`src/rtl/ex_serial_pkg.sv`:
```
// Shared definitions for the EX stage: ALU op/select encodings, reset level,
// FSM state encoding and a small op-classification helper.
package ex_serial_pkg;

    localparam int ALUOP_W  = 8;
    localparam int ALUSEL_W = 3;
    localparam int SHAMT_W  = 5;

    localparam logic [ALUOP_W-1:0] EXE_NOP_OP = 8'b0000_0000;
    localparam logic [ALUOP_W-1:0] EXE_AND_OP = 8'b0010_0100;
    localparam logic [ALUOP_W-1:0] EXE_OR_OP  = 8'b0010_0101;
    localparam logic [ALUOP_W-1:0] EXE_XOR_OP = 8'b0010_0110;
    localparam logic [ALUOP_W-1:0] EXE_NOR_OP = 8'b0010_0111;
    localparam logic [ALUOP_W-1:0] EXE_SLL_OP = 8'b0111_1100;
    localparam logic [ALUOP_W-1:0] EXE_SRL_OP = 8'b0000_0010;
    localparam logic [ALUOP_W-1:0] EXE_SRA_OP = 8'b0000_0011;

    localparam logic [ALUSEL_W-1:0] EXE_RES_NOP   = 3'b000;
    localparam logic [ALUSEL_W-1:0] EXE_RES_LOGIC = 3'b001;
    localparam logic [ALUSEL_W-1:0] EXE_RES_SHIFT = 3'b010;

    // Reset is asserted when rst_n equals this level (active-high despite the name).
    localparam logic RST_ENABLE = 1'b1;

    typedef enum logic [1:0] {
        EX_IDLE  = 2'd0,
        EX_SHIFT = 2'd1,
        EX_DONE  = 2'd2
    } ex_state_e;

    function automatic logic is_shift_op(input logic [ALUOP_W-1:0] op);
        return (op == EXE_SLL_OP) || (op == EXE_SRL_OP) || (op == EXE_SRA_OP);
    endfunction

endpackage

```
`src/rtl/ex_serial_if.sv`:
```
// ID/EX inputs, pipeline control, forwarding bus and EX/MEM outputs of the EX stage.
interface ex_serial_if #(
    parameter int DATA_W     = 32,
    parameter int REG_ADDR_W = 5
);
    import ex_serial_pkg::*;

    logic [ALUOP_W-1:0]    aluop_i;
    logic [ALUSEL_W-1:0]   alusel_i;
    logic [DATA_W-1:0]     reg1_i;
    logic [DATA_W-1:0]     reg2_i;
    logic [REG_ADDR_W-1:0] wd_i;
    logic                  wreg_i;
    logic                  mem_stall_i;
    logic                  flush_i;
    logic                  fwd_wreg_o;
    logic [REG_ADDR_W-1:0] fwd_wd_o;
    logic [DATA_W-1:0]     fwd_wdata_o;
    logic                  stallreq_o;
    logic [REG_ADDR_W-1:0] wd_o;
    logic                  wreg_o;
    logic [DATA_W-1:0]     wdata_o;

    modport master (
        output aluop_i, alusel_i, reg1_i, reg2_i, wd_i, wreg_i, mem_stall_i, flush_i,
        input  fwd_wreg_o, fwd_wd_o, fwd_wdata_o, stallreq_o, wd_o, wreg_o, wdata_o
    );

    modport slave (
        input  aluop_i, alusel_i, reg1_i, reg2_i, wd_i, wreg_i, mem_stall_i, flush_i,
        output fwd_wreg_o, fwd_wd_o, fwd_wdata_o, stallreq_o, wd_o, wreg_o, wdata_o
    );

endinterface

```
`src/rtl/ex_serial_shifter.sv`:
```
// One-bit-per-cycle shifter with IDLE/SHIFT/DONE sequencing. Latches the op and
// destination on start so the result can be retired while upstream moves on.
module serial_shifter
    import ex_serial_pkg::*;
#(
    parameter int DATA_W     = 32,
    parameter int REG_ADDR_W = 5
) (
    input  logic                  clk,
    input  logic                  rst,
    input  logic                  flush_i,
    input  logic                  hold_i,
    input  logic                  start_i,
    input  logic [ALUOP_W-1:0]    op_i,
    input  logic [DATA_W-1:0]     value_i,
    input  logic [SHAMT_W-1:0]    shamt_i,
    input  logic [REG_ADDR_W-1:0] wd_i,
    input  logic                  wreg_i,
    output logic                  busy_o,
    output logic                  done_o,
    output logic [DATA_W-1:0]     acc_o,
    output logic [REG_ADDR_W-1:0] wd_o,
    output logic                  wreg_o
);

    localparam logic [SHAMT_W-1:0] CNT_ONE = SHAMT_W'(1);

    ex_state_e             state_q, state_d;
    logic [SHAMT_W-1:0]    cnt_q, cnt_d;
    logic [DATA_W-1:0]     acc_q, acc_d;
    logic [ALUOP_W-1:0]    op_q, op_d;
    logic [REG_ADDR_W-1:0] wd_q, wd_d;
    logic                  wreg_q, wreg_d;

    function automatic logic [DATA_W-1:0] shift_one(input logic [ALUOP_W-1:0] op,
                                                    input logic [DATA_W-1:0] v);
        logic signed [DATA_W-1:0] sv;
        logic [DATA_W-1:0]        res;
        sv = v;
        case (op)
            EXE_SLL_OP: res = v << 1;
            EXE_SRL_OP: res = v >> 1;
            default:    res = sv >>> 1;
        endcase
        return res;
    endfunction

    // Next-state: flush returns to IDLE, downstream hold freezes everything.
    always_comb begin
        state_d = state_q;
        cnt_d   = cnt_q;
        acc_d   = acc_q;
        op_d    = op_q;
        wd_d    = wd_q;
        wreg_d  = wreg_q;
        if (flush_i) begin
            state_d = EX_IDLE;
        end else if (!hold_i) begin
            case (state_q)
                EX_IDLE: begin
                    if (start_i) begin
                        acc_d   = value_i;
                        cnt_d   = shamt_i;
                        op_d    = op_i;
                        wd_d    = wd_i;
                        wreg_d  = wreg_i;
                        state_d = EX_SHIFT;
                    end
                end
                EX_SHIFT: begin
                    acc_d = shift_one(op_q, acc_q);
                    cnt_d = cnt_q - CNT_ONE;
                    if (cnt_q == CNT_ONE) begin
                        state_d = EX_DONE;
                    end
                end
                EX_DONE:  state_d = EX_IDLE;
                default:  state_d = EX_IDLE;
            endcase
        end
    end

    // State, counter, accumulator and latched op/destination registers.
    always_ff @(posedge clk) begin
        if (rst) begin
            state_q <= EX_IDLE;
            cnt_q   <= '0;
            acc_q   <= '0;
            op_q    <= EXE_NOP_OP;
            wd_q    <= '0;
            wreg_q  <= 1'b0;
        end else begin
            state_q <= state_d;
            cnt_q   <= cnt_d;
            acc_q   <= acc_d;
            op_q    <= op_d;
            wd_q    <= wd_d;
            wreg_q  <= wreg_d;
        end
    end

    assign busy_o = (state_q == EX_SHIFT);
    assign done_o = (state_q == EX_DONE);
    assign acc_o  = acc_q;
    assign wd_o   = wd_q;
    assign wreg_o = wreg_q;

endmodule

```
`src/rtl/ex_serial.sv`:
```
// Execute stage: single-cycle logic ops, serial shifts with pipeline hold,
// combinational forwarding to decode and the EX/MEM output register.
module ex_serial
    import ex_serial_pkg::*;
#(
    parameter int DATA_W     = 32,
    parameter int REG_ADDR_W = 5
) (
    input  logic         clk,
    input  logic         rst_n,
    ex_serial_if.slave   bus
);

    logic                  rst;
    logic [SHAMT_W-1:0]    shamt;
    logic                  shift_op;
    logic                  start;
    logic                  sh_busy;
    logic                  sh_done;
    logic [DATA_W-1:0]     sh_acc;
    logic [REG_ADDR_W-1:0] sh_wd;
    logic                  sh_wreg;

    logic [DATA_W-1:0]     res_data;
    logic [REG_ADDR_W-1:0] res_wd;
    logic                  res_wreg;
    logic                  fwd_wreg;

    logic [REG_ADDR_W-1:0] wd_q, wd_d;
    logic                  wreg_q, wreg_d;
    logic [DATA_W-1:0]     wdata_q, wdata_d;

    assign rst      = (rst_n == RST_ENABLE);
    assign shamt    = bus.reg1_i[SHAMT_W-1:0];
    assign shift_op = (bus.alusel_i == EXE_RES_SHIFT) && is_shift_op(bus.aluop_i);
    assign start    = !sh_busy && !sh_done && shift_op && (shamt != '0);

    serial_shifter #(
        .DATA_W     (DATA_W),
        .REG_ADDR_W (REG_ADDR_W)
    ) u_shifter (
        .clk     (clk),
        .rst     (rst),
        .flush_i (bus.flush_i),
        .hold_i  (bus.mem_stall_i),
        .start_i (start),
        .op_i    (bus.aluop_i),
        .value_i (bus.reg2_i),
        .shamt_i (shamt),
        .wd_i    (bus.wd_i),
        .wreg_i  (bus.wreg_i),
        .busy_o  (sh_busy),
        .done_o  (sh_done),
        .acc_o   (sh_acc),
        .wd_o    (sh_wd),
        .wreg_o  (sh_wreg)
    );

    // Result select: a finished shift wins; a running or starting shift is a bubble.
    always_comb begin
        res_data = '0;
        res_wd   = '0;
        res_wreg = 1'b0;
        if (sh_done) begin
            res_data = sh_acc;
            res_wd   = sh_wd;
            res_wreg = sh_wreg;
        end else if (!sh_busy && !start) begin
            res_wd   = bus.wd_i;
            res_wreg = bus.wreg_i;
            case (bus.alusel_i)
                EXE_RES_LOGIC: begin
                    case (bus.aluop_i)
                        EXE_OR_OP:  res_data = bus.reg1_i | bus.reg2_i;
                        EXE_AND_OP: res_data = bus.reg1_i & bus.reg2_i;
                        EXE_XOR_OP: res_data = bus.reg1_i ^ bus.reg2_i;
                        EXE_NOR_OP: res_data = ~(bus.reg1_i | bus.reg2_i);
                        default:    res_data = '0;
                    endcase
                end
                EXE_RES_SHIFT: begin
                    // Zero shift amount completes immediately with the unshifted value.
                    if (shift_op) begin
                        res_data = bus.reg2_i;
                    end
                end
                default: res_data = '0;
            endcase
        end
    end

    assign fwd_wreg        = res_wreg && !bus.flush_i;
    assign bus.fwd_wreg_o  = fwd_wreg;
    assign bus.fwd_wd_o    = res_wd;
    assign bus.fwd_wdata_o = res_data;
    assign bus.stallreq_o  = start || sh_busy;

    // EX/MEM next value: flush inserts a bubble, downstream stall holds.
    always_comb begin
        wd_d    = wd_q;
        wreg_d  = wreg_q;
        wdata_d = wdata_q;
        if (bus.flush_i) begin
            wd_d    = '0;
            wreg_d  = 1'b0;
            wdata_d = '0;
        end else if (!bus.mem_stall_i) begin
            wd_d    = res_wd;
            wreg_d  = fwd_wreg;
            wdata_d = res_data;
        end
    end

    // EX/MEM output register.
    always_ff @(posedge clk) begin
        if (rst) begin
            wd_q    <= '0;
            wreg_q  <= 1'b0;
            wdata_q <= '0;
        end else begin
            wd_q    <= wd_d;
            wreg_q  <= wreg_d;
            wdata_q <= wdata_d;
        end
    end

    assign bus.wd_o    = wd_q;
    assign bus.wreg_o  = wreg_q;
    assign bus.wdata_o = wdata_q;

endmodule
```
`src/flat_wrapper.sv`:
```
// flat-port wrapper written by rule: the top's interface ports become plain ports
module ex_serial_flat import ex_serial_pkg::*;
#(
    parameter int DATA_W     = 32,
    parameter int REG_ADDR_W = 5
)
  (clk, rst_n, bus_aluop_i, bus_alusel_i, bus_reg1_i, bus_reg2_i, bus_wd_i, bus_wreg_i, bus_mem_stall_i, bus_flush_i, bus_fwd_wreg_o, bus_fwd_wd_o, bus_fwd_wdata_o, bus_stallreq_o, bus_wd_o, bus_wreg_o, bus_wdata_o);
  ex_serial_if #(.DATA_W(DATA_W), .REG_ADDR_W(REG_ADDR_W)) bus_i ();
  input  logic clk;
  input  logic rst_n;
  input wire logic [$bits(bus_i.aluop_i)-1:0] bus_aluop_i;
  input wire logic [$bits(bus_i.alusel_i)-1:0] bus_alusel_i;
  input wire logic [$bits(bus_i.reg1_i)-1:0] bus_reg1_i;
  input wire logic [$bits(bus_i.reg2_i)-1:0] bus_reg2_i;
  input wire logic [$bits(bus_i.wd_i)-1:0] bus_wd_i;
  input wire logic [$bits(bus_i.wreg_i)-1:0] bus_wreg_i;
  input wire logic [$bits(bus_i.mem_stall_i)-1:0] bus_mem_stall_i;
  input wire logic [$bits(bus_i.flush_i)-1:0] bus_flush_i;
  output wire logic [$bits(bus_i.fwd_wreg_o)-1:0] bus_fwd_wreg_o;
  output wire logic [$bits(bus_i.fwd_wd_o)-1:0] bus_fwd_wd_o;
  output wire logic [$bits(bus_i.fwd_wdata_o)-1:0] bus_fwd_wdata_o;
  output wire logic [$bits(bus_i.stallreq_o)-1:0] bus_stallreq_o;
  output wire logic [$bits(bus_i.wd_o)-1:0] bus_wd_o;
  output wire logic [$bits(bus_i.wreg_o)-1:0] bus_wreg_o;
  output wire logic [$bits(bus_i.wdata_o)-1:0] bus_wdata_o;
  assign bus_i.aluop_i = bus_aluop_i;
  assign bus_i.alusel_i = bus_alusel_i;
  assign bus_i.reg1_i = bus_reg1_i;
  assign bus_i.reg2_i = bus_reg2_i;
  assign bus_i.wd_i = bus_wd_i;
  assign bus_i.wreg_i = bus_wreg_i;
  assign bus_i.mem_stall_i = bus_mem_stall_i;
  assign bus_i.flush_i = bus_flush_i;
  assign bus_fwd_wreg_o = bus_i.fwd_wreg_o;
  assign bus_fwd_wd_o = bus_i.fwd_wd_o;
  assign bus_fwd_wdata_o = bus_i.fwd_wdata_o;
  assign bus_stallreq_o = bus_i.stallreq_o;
  assign bus_wd_o = bus_i.wd_o;
  assign bus_wreg_o = bus_i.wreg_o;
  assign bus_wdata_o = bus_i.wdata_o;
  ex_serial #(.DATA_W(DATA_W), .REG_ADDR_W(REG_ADDR_W)) u_core (.clk(clk), .rst_n(rst_n), .bus(bus_i));
endmodule
```
`config.mk`:
```
export PLATFORM = sky130hd
export DESIGN_NAME = ex_serial_flat
export DESIGN_NICKNAME = d
export VERILOG_FILES = /design/src/rtl/ex_serial_pkg.sv /design/src/rtl/ex_serial_if.sv /design/src/rtl/ex_serial_shifter.sv /design/src/rtl/ex_serial.sv /design/src/flat_wrapper.sv
export SDC_FILE = /design/constraint.sdc
export NUM_CORES = 1
export LEC_CHECK = 0
export BUFFER_PORTS_ARGS = -buffer_cell sky130_fd_sc_hd__buf_2
export CAP_MARGIN = 15
export CORE_MARGIN = 10
export CORE_UTILIZATION = 55
export CTS_CLUSTER_SIZE = 30
export DETAILED_ROUTE_END_ITERATION = 12
export GPL_TIMING_DRIVEN = 0
export MAX_ROUTING_LAYER = met4
export PLACE_DENSITY = 0.81
export SYNTH_ARGS = -nofsm -noshare
export SYNTH_HDL_FRONTEND = slang
export SYNTH_SLANG_ARGS = --single-unit
```
`constraint.sdc`:
```
create_clock -name clk -period 2.2 [get_ports clk]
set_input_delay 0.33 -clock clk [delete_from_list [all_inputs] [get_ports clk]]
set_output_delay 0.33 -clock clk [all_outputs]
set_load 0.02 [all_outputs]
```
==> results by group <==
Synth
  – Post-synth EDFFs: 0
  – Top-count cell post-synth: nand2_1
  – Gate Count Post-Synth: 883
  – Syn Nets: 1039
  – Top-area cell type share of the netlist area: 0.258
  – Syn Area/Cell: 7.99 µm²
  – Synth warn: 0
  – Post-synth cell types: 54
  – Sequential fraction of the synthesis area: 0.258
  – Post-synth ARST share: 0
  – Post-Syn Area: 0.00706 mm²
  – Commonest cells post-synth: 119 x nand2_1, 91 x dfxtp_1, 72 x inv_1
  – Dominant cell type by area after synthesis: dfxtp_1
  – Synth Flop Type: dfxtp_1
  – Synth top area cells: dfxtp_1 26%, ha_1 13%, nand2_1 6.3%, mux2i_1 5.4%, mux2_2 5.3%
  – #FFs+latches synth: 91

Setup path
  – Top Family by Delay on Critical Path: buffers and inverters
  – Critical-path top delay cell: dfxtp_4
  – CP Cell Sequence: inv_6, ha_4, buf_8, nor4_4, o21ai_4, buf_12, clkbuf_16, a21oi_4, nand2b_4, buf_6
  – CP Capture Type: output pin
  – R2r setup slk: 0.05 ns
  – Buf/Inv on CP: 5
  – WS Path Type: reg -> out
  – Crit-path max FO: 8
  – Reg2reg path depth: 7
  – Terminus of the critical flop-to-flop path: u_core.u_shifter.acc_o[18]$_SDFFE_PP0P_
  – Critical Path RT: 1.87 ns
  – Crit path DAT: 2.20 ns
  – Nature of the critical path startpoint: flop
  – Worst r2r src: u_core.u_shifter.state_q[0]$_SDFFE_PP0P_
  – Crit-path max cell delay: 0.38 ns

Routing
  – Post-DRT Antenna Nets: 0
  – Drt first pass iters: 6
  – Initial drt markers: 895
  – DR vias/cell: 6.07
  – Post-route DRC: 0
  – Wire per inst: 20.5 µm
  – Via count: 7633
  – Post-Route WL: 25700 µm

Status
  – Outcome: finished, violations left
  – Failing checks: negative setup slack

Floorplan
  – Die area: 0.0178 mm²
  – Core Region: 0.0126 mm²
  – Initial core utilization: 0.559
  – Die Ht: 133 µm
  – Ports: 162
  – Die W: 133 µm
  – Row count: 41

Cells and area
  – FF+latch area: 0.00183 mm²
  – Footprint of the multi-input gates: 0.00511 mm²
  – Area growth, synth to finish: 33.9%
  – # diodes: 0
  – Fillers: 919
  – Fin cells: 1258
  – Share of layout cells above drive strength 1: 0.324
  – Core Util, Final: 0.749
  – Final nets: 1237

Clocking
  – TritonCTS clock tree: built
  – Hold_buf cts: 0
  – CTS buffer count: 9
  – CTS Buffer Depth: 2
  – Root buffer cell: clkbuf_16
  – CTS H-tree depth: 3
  – Clk slew on worst S/H paths: 0.07 ns
  – Later-pin clock latency in the skew report: 0.36 ns
  – Clock sink total: 91

Worst hold path
  – Worst Hold Path Cells: 3
  – Hold path startpoint: bus_wd_i[3]
  – Hold path endpoint: u_core.u_shifter.wd_o[3]$_SDFFE_PP0P_
  – Worst hold path type: in -> reg

STA
  – Worst-Margin Slew: 0.699 ns
  – RSZ-0062 raised after global routing: true
  – Fmax: 0.395 GHz
  – Tcrit/Tclk final: 1.15
  – Endpoints failing setup: 38
  – Setup WS post-layout: -0.330 ns
  – Worst clock skew: 0.00415 ns
  – Rel. slew slack: 0.534
  – Slew Viols, Final: 0
  – Hold Vio Cnt, Final: 0
  – Tmin final: 2.53 ns

GRT
  – GRT overflow: 0
  – First-pass GRT wire length: 38500 µm
  – Most used routing layer: met2
  – Initial antenna violation count: 0
  – Largest net degree at the start of global routing: 15
  – Global routing usage on met3: 0.0613
  – Met1 usage: 0.329
  – Vias in the first global route: 7265
  – Gr usage total: 0.271
  – Grt met2 use: 0.428

Pwr
  – Final Total Pwr: 4.22 mW
  – PD cells: 447 mW/mm²
  – Max VDD drop: 344 µV
  – Leakage power: 4.39 nW

Job
  – Max-Cap Viols: 0

Placed design
  – GP Congestion: 0.975
  – PortBufs: 159
  – Detailed Place HPWL: 17400 µm
  – # placed instances: 1214
==> per-layer routing <==
| layer | part of all wire | vias up |
|---|---|---|
| met1 | 0.40 | 3577 |
| met3 | 0.10 | 64 |
| met4 | 0.029 | 0 |
| li1 | - | 3501 |
| met2 | 0.47 | 491 |
| met5 | 0 | - |
==> cells in the final DEF (no fill, tap or decap), drive strengths merged, types with 2 or more instances in the layout <==
cell type	synthesis	layout
nand4	2	2
nand3	36	36
o221a	13	13
a221o	5	5
nand2	119	119
inv	73	73
dfxtp	91	91
nor2	48	48
nor3b	2	2
nor4bb	2	2
clkbuf	45	57
or2	2	2
a21o	21	21
a32o	2	2
nand2b	13	13
mux2i	38	38
mux2	33	33
nor4	4	4
nand3b	3	3
o211ai	34	34
a21oi	60	60
a31oi	21	21
o211a	2	2
xor2	32	32
ha	71	71
a21boi	2	2
o21ai	35	35
bufinv	0	2
and3	6	6
a22o	30	30
nand4b	3	3
buf	21	208
==> final cells by class <==
cell class	instances	area share
multi-input combinational	653	0.540
sequential	91	0.193
timing repair buffer	187	0.140
buffer	66	0.0377
inverter	73	0.0306
clock buffer	12	0.0271
tap	172	0.0228
clock inverter	4	0.00768
==> kinds of logic after synthesis <==
logic type,Yosys count,share of synthesized area
xor gates and xnor gates,33,0.0409
AOI/OAI and AO/OA,232,0.229
adders and majority gates,71,0.126
DFF,91,0.258
and+or+nand+nor,246,0.161
muxes,71,0.107
buffers and inverters,139,0.0782
==> flip-flops by register name, indices dropped and copies added (netlist names) <==
signal,cells
u_core.u_shifter.op_q,8
u_core.bus.wdata_o,32
u_core.u_shifter.wd_o,5
u_core.u_shifter.acc_o,32
u_core.bus.wreg_o,1
u_core.u_shifter.cnt_q,5
u_core.u_shifter.wreg_o,1
u_core.bus.wd_o,5
u_core.u_shifter.state_q,2
==> repair_timing <==
item,in CTS,in global routing
endpoints found under the setup margin,98,50
resized for setup,151,66
buffers inserted,6,19
gates cloned,2,1
pin swaps,26,15
==> through the flow <==
step                      TNS (ns)  setup slack (ns)  area, µm²  hold WS (ns)
after floorplan                  0            0.0356       7060         0.435
after global placement      -46.21            -0.848       8070         0.445
after detailed placement    -47.83            -0.874       8070         0.452
after CTS                    -7.28            -0.244       9020         0.225
after global routing        -11.74            -0.385       9450         0.275
final                        -9.70            -0.330       9450         0.256
==> power breakdown <==
| part | internal [mW] | leakage (nW) | switching [mW] | total (mW) |
|---|---|---|---|---|
| logic | 0.321 | 3.49 | 0.471 | 0.792 |
| registers | 1.67 | 0.738 | 0.0120 | 1.68 |
| clock network | 1.06 | 0.159 | 0.695 | 1.75 |
| total | 3.04 | 4.39 | 1.18 | 4.22 |
==> worst max-delay path by stage <==
stage | to | cells past startpoint | slack, ns | start
finish | bus_fwd_wdata_o[31] | 10 | -0.33 | u_core.u_shifter.state_q[1]$_SDFFE_PP0P_
global route | bus_fwd_wdata_o[27] | 9 | -0.38 | bus_aluop_i[0]
CTS | bus_fwd_wdata_o[12] | 9 | -0.24 | bus_reg1_i[4]
detailed placement | bus_fwd_wdata_o[10] | 8 | -0.87 | bus_alusel_i[0]
global placement | bus_fwd_wdata_o[10] | 8 | -0.85 | bus_alusel_i[0]
floorplan | bus_fwd_wreg_o | 5 | 0.04 | bus_reg1_i[1]
==> worst min-delay path, delay by kind of cell <==
family                 cells  cell delay [ns]
multiplexers               1             0.06
buffers and inverters      1             0.11
AND/OR/NAND/NOR            1             0.07
(Power assumes the default switching activity.)
